$ cat config.mk
export PLATFORM = sky130hd
export DESIGN_NAME = sha2_block_sequencer_flat
export DESIGN_NICKNAME = d
export VERILOG_FILES = /design/src/rtl/sha2_block_sequencer_pkg.sv /design/src/rtl/sha2_block_sequencer_if.sv /design/src/rtl/sha2_block_sequencer_step_counter.sv /design/src/rtl/sha2_block_sequencer.sv /design/src/flat_wrapper.sv
export SDC_FILE = /design/constraint.sdc
export NUM_CORES = 1
export LEC_CHECK = 0
export CAP_MARGIN = 25
export CORE_ASPECT_RATIO = 1.25
export CORE_MARGIN = 2
export CORE_UTILIZATION = 40
export CTS_CLUSTER_DIAMETER = 40
export DETAILED_ROUTE_END_ITERATION = 7
export PLACE_DENSITY = 0.76
export SLEW_MARGIN = 5
export SYNTH_ARGS = -nofsm -noshare
export SYNTH_HDL_FRONTEND = slang
export SYNTH_SLANG_ARGS = --single-unit
$ cat constraint.sdc
create_clock -name clock -period 1.58 [get_ports clock]
set_input_delay 0.158 -clock clock [delete_from_list [all_inputs] [get_ports clock]]
set_output_delay 0.158 -clock clock [all_outputs]
set_load 0.005 [all_outputs]
$ cat src/rtl/sha2_block_sequencer_pkg.sv
// Shared sizes and the state encoding for the SHA-256 block sequencer.
package sha2_pkg;

   localparam int WORD_SIZE    = 32;
   localparam int ROUNDS       = 64;
   localparam int SCHED_WORDS  = 16;
   localparam int ROUND_IDX_W  = $clog2(ROUNDS);
   localparam int SCHED_ADDR_W = $clog2(SCHED_WORDS);

   typedef enum logic [2:0] {
      IDLE,
      LOAD,
      PREP,
      ROUND,
      UPDATE,
      DONE
   } seq_state_t;

endpackage

$ cat src/rtl/sha2_block_sequencer_if.sv
// Block/word/digest handshakes plus the datapath control bus of the sequencer.
interface sha2_block_sequencer_if;
   import sha2_pkg::*;

   logic                    blk_valid;
   logic                    blk_first;
   logic                    blk_last;
   logic                    blk_ready;
   logic [WORD_SIZE-1:0]    word_in;
   logic                    word_valid;
   logic                    word_ready;
   logic                    sched_we;
   logic [SCHED_ADDR_W-1:0] sched_addr;
   logic [WORD_SIZE-1:0]    sched_data;
   logic                    hash_init;
   logic                    wv_load;
   logic                    round_en;
   logic [ROUND_IDX_W-1:0]  round_idx;
   logic                    hash_update;
   logic                    busy;
   logic                    digest_valid;
   logic                    digest_ready;

   modport master (
      output blk_valid, blk_first, blk_last, word_in, word_valid, digest_ready,
      input  blk_ready, word_ready, sched_we, sched_addr, sched_data, hash_init,
             wv_load, round_en, round_idx, hash_update, busy, digest_valid
   );

   modport slave (
      input  blk_valid, blk_first, blk_last, word_in, word_valid, digest_ready,
      output blk_ready, word_ready, sched_we, sched_addr, sched_data, hash_init,
             wv_load, round_en, round_idx, hash_update, busy, digest_valid
   );

endinterface

$ cat src/rtl/sha2_block_sequencer_step_counter.sv
// Up-counter with terminal-count compare; wraps to zero when stepped at TERM.
module sha2_step_counter #(
   parameter int WIDTH = 4,
   parameter int TERM  = 15
) (
   input  logic             clock,
   input  logic             reset,
   input  logic             clr,
   input  logic             en,
   output logic [WIDTH-1:0] cnt,
   output logic             tc
);

   localparam logic [WIDTH-1:0] TERM_V = WIDTH'(TERM);

   assign tc = (cnt == TERM_V);

   always_ff @(posedge clock or negedge reset) begin
      if (!reset) begin
         cnt <= '0;
      end else if (clr) begin
         cnt <= '0;
      end else if (en) begin
         cnt <= tc ? '0 : cnt + WIDTH'(1);
      end
   end

endmodule

$ cat src/rtl/sha2_block_sequencer.sv
// Sequences one SHA-256 compression per 512-bit block: word load, 64 rounds,
// hash update and digest handshake.
//
// state  | meaning
// IDLE   | waiting for a block descriptor
// LOAD   | accepting the 16 message words into the schedule
// PREP   | loading working variables a..h from H
// ROUND  | one compression round per cycle, idx 0..63
// UPDATE | H += working variables
// DONE   | digest held until the consumer takes it
module sha2_block_sequencer
   import sha2_pkg::*;
(
   input logic                   clock,
   input logic                   reset,
   input logic                   clear,
   sha2_block_sequencer_if.slave bus
);

   seq_state_t              state;
   logic                    last_q;
   logic [SCHED_ADDR_W-1:0] word_cnt;
   logic                    word_tc;
   logic [ROUND_IDX_W-1:0]  round_cnt;
   logic                    round_tc;

   assign bus.blk_ready  = (state == IDLE);
   assign bus.word_ready = (state == LOAD);
   assign bus.round_idx  = round_cnt;

   sha2_step_counter #(.WIDTH(SCHED_ADDR_W), .TERM(SCHED_WORDS - 1)) u_word_cnt (
      .clock (clock),
      .reset (reset),
      .clr   (clear || (state == IDLE)),
      .en    ((state == LOAD) && bus.word_valid),
      .cnt   (word_cnt),
      .tc    (word_tc)
   );

   sha2_step_counter #(.WIDTH(ROUND_IDX_W), .TERM(ROUNDS - 1)) u_round_cnt (
      .clock (clock),
      .reset (reset),
      .clr   (clear || (state != ROUND)),
      .en    (state == ROUND),
      .cnt   (round_cnt),
      .tc    (round_tc)
   );

   always_ff @(posedge clock or negedge reset) begin
      if (!reset) begin
         state            <= IDLE;
         last_q           <= 1'b0;
         bus.sched_we     <= 1'b0;
         bus.sched_addr   <= '0;
         bus.sched_data   <= '0;
         bus.hash_init    <= 1'b0;
         bus.wv_load      <= 1'b0;
         bus.round_en     <= 1'b0;
         bus.hash_update  <= 1'b0;
         bus.busy         <= 1'b0;
         bus.digest_valid <= 1'b0;
      end else begin
         bus.sched_we    <= 1'b0;
         bus.hash_init   <= 1'b0;
         bus.wv_load     <= 1'b0;
         bus.hash_update <= 1'b0;
         if (clear) begin
            state            <= IDLE;
            bus.round_en     <= 1'b0;
            bus.busy         <= 1'b0;
            bus.digest_valid <= 1'b0;
         end else begin
            unique case (state)
               IDLE: begin
                  if (bus.blk_valid) begin
                     last_q        <= bus.blk_last;
                     bus.hash_init <= bus.blk_first;
                     bus.busy      <= 1'b1;
                     state         <= LOAD;
                  end
               end
               LOAD: begin
                  if (bus.word_valid) begin
                     bus.sched_we   <= 1'b1;
                     bus.sched_addr <= word_cnt;
                     bus.sched_data <= bus.word_in;
                     // slot 15 write lands in the PREP cycle alongside wv_load
                     if (word_tc) begin
                        bus.wv_load <= 1'b1;
                        state       <= PREP;
                     end
                  end
               end
               PREP: begin
                  bus.round_en <= 1'b1;
                  state        <= ROUND;
               end
               ROUND: begin
                  if (round_tc) begin
                     bus.round_en    <= 1'b0;
                     bus.hash_update <= 1'b1;
                     state           <= UPDATE;
                  end
               end
               UPDATE: begin
                  if (last_q) begin
                     bus.digest_valid <= 1'b1;
                     state            <= DONE;
                  end else begin
                     bus.busy <= 1'b0;
                     state    <= IDLE;
                  end
               end
               DONE: begin
                  if (bus.digest_ready) begin
                     bus.digest_valid <= 1'b0;
                     bus.busy         <= 1'b0;
                     state            <= IDLE;
                  end
               end
               default: state <= IDLE;
            endcase
         end
      end
   end

endmodule

$ cat src/flat_wrapper.sv
// flat-port wrapper written by rule: the top's interface ports become plain ports
module sha2_block_sequencer_flat import sha2_pkg::*;
  (clock, reset, clear, bus_blk_valid, bus_blk_first, bus_blk_last, bus_word_in, bus_word_valid, bus_digest_ready, bus_blk_ready, bus_word_ready, bus_sched_we, bus_sched_addr, bus_sched_data, bus_hash_init, bus_wv_load, bus_round_en, bus_round_idx, bus_hash_update, bus_busy, bus_digest_valid);
  sha2_block_sequencer_if bus_i ();
  input logic clock;
  input logic reset;
  input logic clear;
  input wire logic [$bits(bus_i.blk_valid)-1:0] bus_blk_valid;
  input wire logic [$bits(bus_i.blk_first)-1:0] bus_blk_first;
  input wire logic [$bits(bus_i.blk_last)-1:0] bus_blk_last;
  input wire logic [$bits(bus_i.word_in)-1:0] bus_word_in;
  input wire logic [$bits(bus_i.word_valid)-1:0] bus_word_valid;
  input wire logic [$bits(bus_i.digest_ready)-1:0] bus_digest_ready;
  output wire logic [$bits(bus_i.blk_ready)-1:0] bus_blk_ready;
  output wire logic [$bits(bus_i.word_ready)-1:0] bus_word_ready;
  output wire logic [$bits(bus_i.sched_we)-1:0] bus_sched_we;
  output wire logic [$bits(bus_i.sched_addr)-1:0] bus_sched_addr;
  output wire logic [$bits(bus_i.sched_data)-1:0] bus_sched_data;
  output wire logic [$bits(bus_i.hash_init)-1:0] bus_hash_init;
  output wire logic [$bits(bus_i.wv_load)-1:0] bus_wv_load;
  output wire logic [$bits(bus_i.round_en)-1:0] bus_round_en;
  output wire logic [$bits(bus_i.round_idx)-1:0] bus_round_idx;
  output wire logic [$bits(bus_i.hash_update)-1:0] bus_hash_update;
  output wire logic [$bits(bus_i.busy)-1:0] bus_busy;
  output wire logic [$bits(bus_i.digest_valid)-1:0] bus_digest_valid;
  assign bus_i.blk_valid = bus_blk_valid;
  assign bus_i.blk_first = bus_blk_first;
  assign bus_i.blk_last = bus_blk_last;
  assign bus_i.word_in = bus_word_in;
  assign bus_i.word_valid = bus_word_valid;
  assign bus_i.digest_ready = bus_digest_ready;
  assign bus_blk_ready = bus_i.blk_ready;
  assign bus_word_ready = bus_i.word_ready;
  assign bus_sched_we = bus_i.sched_we;
  assign bus_sched_addr = bus_i.sched_addr;
  assign bus_sched_data = bus_i.sched_data;
  assign bus_hash_init = bus_i.hash_init;
  assign bus_wv_load = bus_i.wv_load;
  assign bus_round_en = bus_i.round_en;
  assign bus_round_idx = bus_i.round_idx;
  assign bus_hash_update = bus_i.hash_update;
  assign bus_busy = bus_i.busy;
  assign bus_digest_valid = bus_i.digest_valid;
  sha2_block_sequencer u_core (.clock(clock), .reset(reset), .clear(clear), .bus(bus_i));
endmodule
==> reports/metrics.yaml <==
power_and_ir_drop:
  irDropWorstVdd_v: 0.000700
  p_leak_nw: 1.76
  p_per_area_nw_per_um2: 1260
  power_frac_comb_pct: 30.1
  power_switching_mw: 1.17
  power_frac_seq_pct: 40.5
  p_int_mw: 3.75
  pwr-share-clk_pct: 29.3
  p_sw_share_pct: 23.8
job:
  cap_violations: 0
synthesis:
  ys.flop_type: "dfrtp_1"
  synth_seq_cells: 57
  synth_edf_count: 0
  synth-seq-area-share_pct: 57.8
  synth_cell_type_count: 36
  synth_area_um2: 2470
  synth-async-reset-ratio_pct: 100
  synth_top_area_share_pct: 57.8
  syn_inst: 188
  avgSynthCellArea_um2: 13.1
  synth_area_leader_cell: "dfrtp_1"
  yosysWarningCount: 0
  yosys-top-cells-area: "dfrtp_1 (58%), mux2_4 (10%), mux2_2 (8.7%)"
  syn_nets: 230
finish:
  n_fill_cell: 485
  instances_no_fill: 394
  fin_util_pct: 64.2
  diodes: 0
  fin_nets: 347
  multi_input_comb_area_um2: 1010
  area_delta_synth_final_pct: 58.3
  drive_above_1_share_pct: 28.2
  ff_latch_area_um2: 1430
floorplanning:
  io_pins: 91
  start_util_pct: 40.5
  core_area_um2: 6090
  die_height_um: 91.8
  die_w_um: 74.2
  die-area_um2: 6810
  num_rows: 32
sta:
  fmax_mhz: 623
  drv_slew: 0
  fin_ws_ns: -0.0240
  hold_violations: 0
  fin_skew_ns: 0.00730
  rsz0062_at_grt: "true"
  finalCritPeriodShare_pct: 102
  setup_viol: 12
  max_slew_margin_pct: 80.3
  layout_min_cycle_time_ns: 1.60
  max_slew.worst_pin.slew_ns: 0.295
  fin_hold_ws_ns: 0.343
  tns_ns: -0.174
grt:
  track_usage_pct: 17.8
  antenna_found_initial: 0
  grt_max_degree: 58
  grt.overflow.total: 0
  grt_pass1_wl_um: 9350
  first_global_vias: 1968
place:
  portBuffers: 90
  place_ws_ns: -0.120
  dp_hpwl_um: 3980
  place.gp.congestion: 0.819
  dp_cells: 374
clock_tree:
  htree_levels: 3
  clock_latency_ns: 0.33
  cts_tree: "done"
  clockRootBuffer: "clkbuf_8"
  cts.clk_slew.worst_paths_ns: 0.07
  cts_sinks: 57
  cts_buffer_depth: 2
  cts_inserted_buffers: 9
critical_path:
  r2r-start: "u_core.state[2]$_DFFE_PN0P_"
  startpoint: "u_core.state[2]$_DFFE_PN0P_"
  critPathCaptureType: "flip-flop"
  critical_path_peak_fanout: 25
  cp.arrival_ns: 1.82
  crit_path_end: "u_core.bus.sched_data[9]$_DFFE_PN0P_"
  reg2reg_depth: 5
  rrSetupSlack_ns: -0.02
  timing.rr.end: "u_core.bus.sched_data[9]$_DFFE_PN0P_"
  crit_type: "flip-flop to flip-flop"
  required_ns: 1.79
  crit_path_start_kind: "flip-flop"
drt:
  wl_per_cell_um: 14.7
  detail_route.vias_per_cell: 4.83
  route.detailed.drc: 0
  ant_nets: 0
  wl_um: 5780
  vias: 1902
  drt_first_iter_violations: 85
  firstDrtPassIters: 4
status:
  violations: "setup timing"
  status: "finished with violations"
min_path:
  hp-class: "primary input to flip-flop"
[state kept, by name, summed over array words and instances, names as in the netlist, 3 cells and up]
name	flops
u_core.bus.sched_data	32
u_core.bus.sched_addr	4
u_core.u_round_cnt.cnt	6
u_core.state	3
u_core.u_word_cnt.cnt	4
[power groups by stage]
stage | Clock, mW | Sequential (mW) | Combinational, mW
after floorplan | 0 | 2.03 | 0.500
after global placement | 0 | 1.99 | 1.44
after detailed placement | 0 | 2.02 | 1.46
after CTS | 1.48 | 1.99 | 1.50
after global routing | 1.54 | 2.03 | 1.58
final | 1.44 | 1.99 | 1.48
[worst max-delay path, stage by stage, from the launching register on]
cell and delay [ns]:
dfrtp_2 0.42, buf_6 0.14, nor4b_4 0.28, nand2_2 0.14, buf_12 0.20, mux2_4 0.31
[how the worst min path moves through the flow]
stage,cells after the start,startpoint,endpoint,slack (ns)
3_5_place_dp,2,reset,u_core.bus.digest_valid$_DFFE_PN0P_,0.18
3_3_place_gp,2,reset,u_core.bus.hash_init$_DFF_PN0_,0.18
6_report,3,bus_blk_first,u_core.bus.hash_init$_DFF_PN0_,0.34
2_1_floorplan,0,reset,u_core.bus.busy$_DFFE_PN0P_,-0.14
4_1_cts,3,bus_blk_first,u_core.bus.hash_init$_DFF_PN0_,0.33
5_1_grt,3,bus_blk_first,u_core.bus.hash_init$_DFF_PN0_,0.37
[area by class of cell]
type / count / share of cell area, %
clock buffers: 10 / 3.27
clock inverters: 5 / 2.08
inverters: 6 / 0.673
multi-input cells: 117 / 25.8
flip-flops and latches: 57 / 36.6
well taps: 85 / 2.72
repair buffers: 114 / 28.9
[metal layers]
metal / vias to the layer above / part of all wire [%] / GRT usage, % / routed length, um
met2: 60 / 53 / 29.5 / 3040
li1: 895 / - / - / -
met3: 9 / 4.3 / 2.64 / 249
met5: - / 0 / 0 / 0
met1: 938 / 41 / 21.7 / 2370
met4: 0 / 2.1 / 9.82 / 120
[timing repair]
action,in CTS,in global routing
buffers inserted,3,1
pin swaps,4,2
setup endpoints to repair,3,41
hold endpoints to repair,57,0
cloned,0,0
hold buffers,1,0
resized for setup,18,3
[stage by stage]
stage / area (um2) / total power, mW
after global placement: 3590 / 3.43
after CTS: 3890 / 4.97
after detailed placement: 3590 / 3.47
after floorplan: 2470 / 2.53
final: 3910 / 4.92
after global routing: 3910 / 5.16
[Yosys cell counts, types with 2 or more instances]
master    count
and3_1        6
a21oi_1       6
inv_1         6
buf_2         2
ha_1          2
nand3b_1      2
nor3_1        2
mux2_2       19
nand3_1       2
nand2_1      11
nand4_1       3
o31ai_1       2
nor2_1       15
dfrtp_1      57
mux2_4       17
o21ai_0       8
nor2b_1       3
clkbuf_1      3
xnor2_1       3
buf_6         3
[logic make-up after synthesis]
logic type      count (synthesis)  synth area share [%]
flops                          57                  57.8
xor+xnor                        4                  1.42
compound gates                 23                  5.94
mux                            36                  19.0
fa+ha+maj                       2                  1.01
buf+inv                        14                  3.15
simple gates                   52                  11.6
[layout by cell type (no fill, tap or decap), types with 2 or more instances in the layout]
| cell type | synthesis | layout |
|---|---|---|
| nand2_1 | 11 | 11 |
| and3_1 | 6 | 5 |
| clkbuf_8 | 0 | 9 |
| buf_6 | 3 | 3 |
| clkdlybuf4s50_1 | 0 | 87 |
| o21ai_0 | 8 | 7 |
| xnor2_1 | 3 | 3 |
| o31ai_1 | 2 | 2 |
| mux2_4 | 17 | 17 |
| inv_1 | 6 | 5 |
| buf_12 | 0 | 3 |
| bufinv_16 | 0 | 2 |
| nor2b_1 | 3 | 3 |
| nand3_1 | 2 | 2 |
| clkinvlp_4 | 0 | 2 |
| buf_4 | 0 | 17 |
| mux2_2 | 19 | 19 |
| nand3b_1 | 2 | 2 |
| nor3_1 | 2 | 2 |
| dfrtp_1 | 57 | 56 |
| a21oi_1 | 6 | 6 |
| nand4_1 | 3 | 3 |
| nor2_1 | 15 | 15 |
No activity file was read; power rests on OpenSTA's default activity.
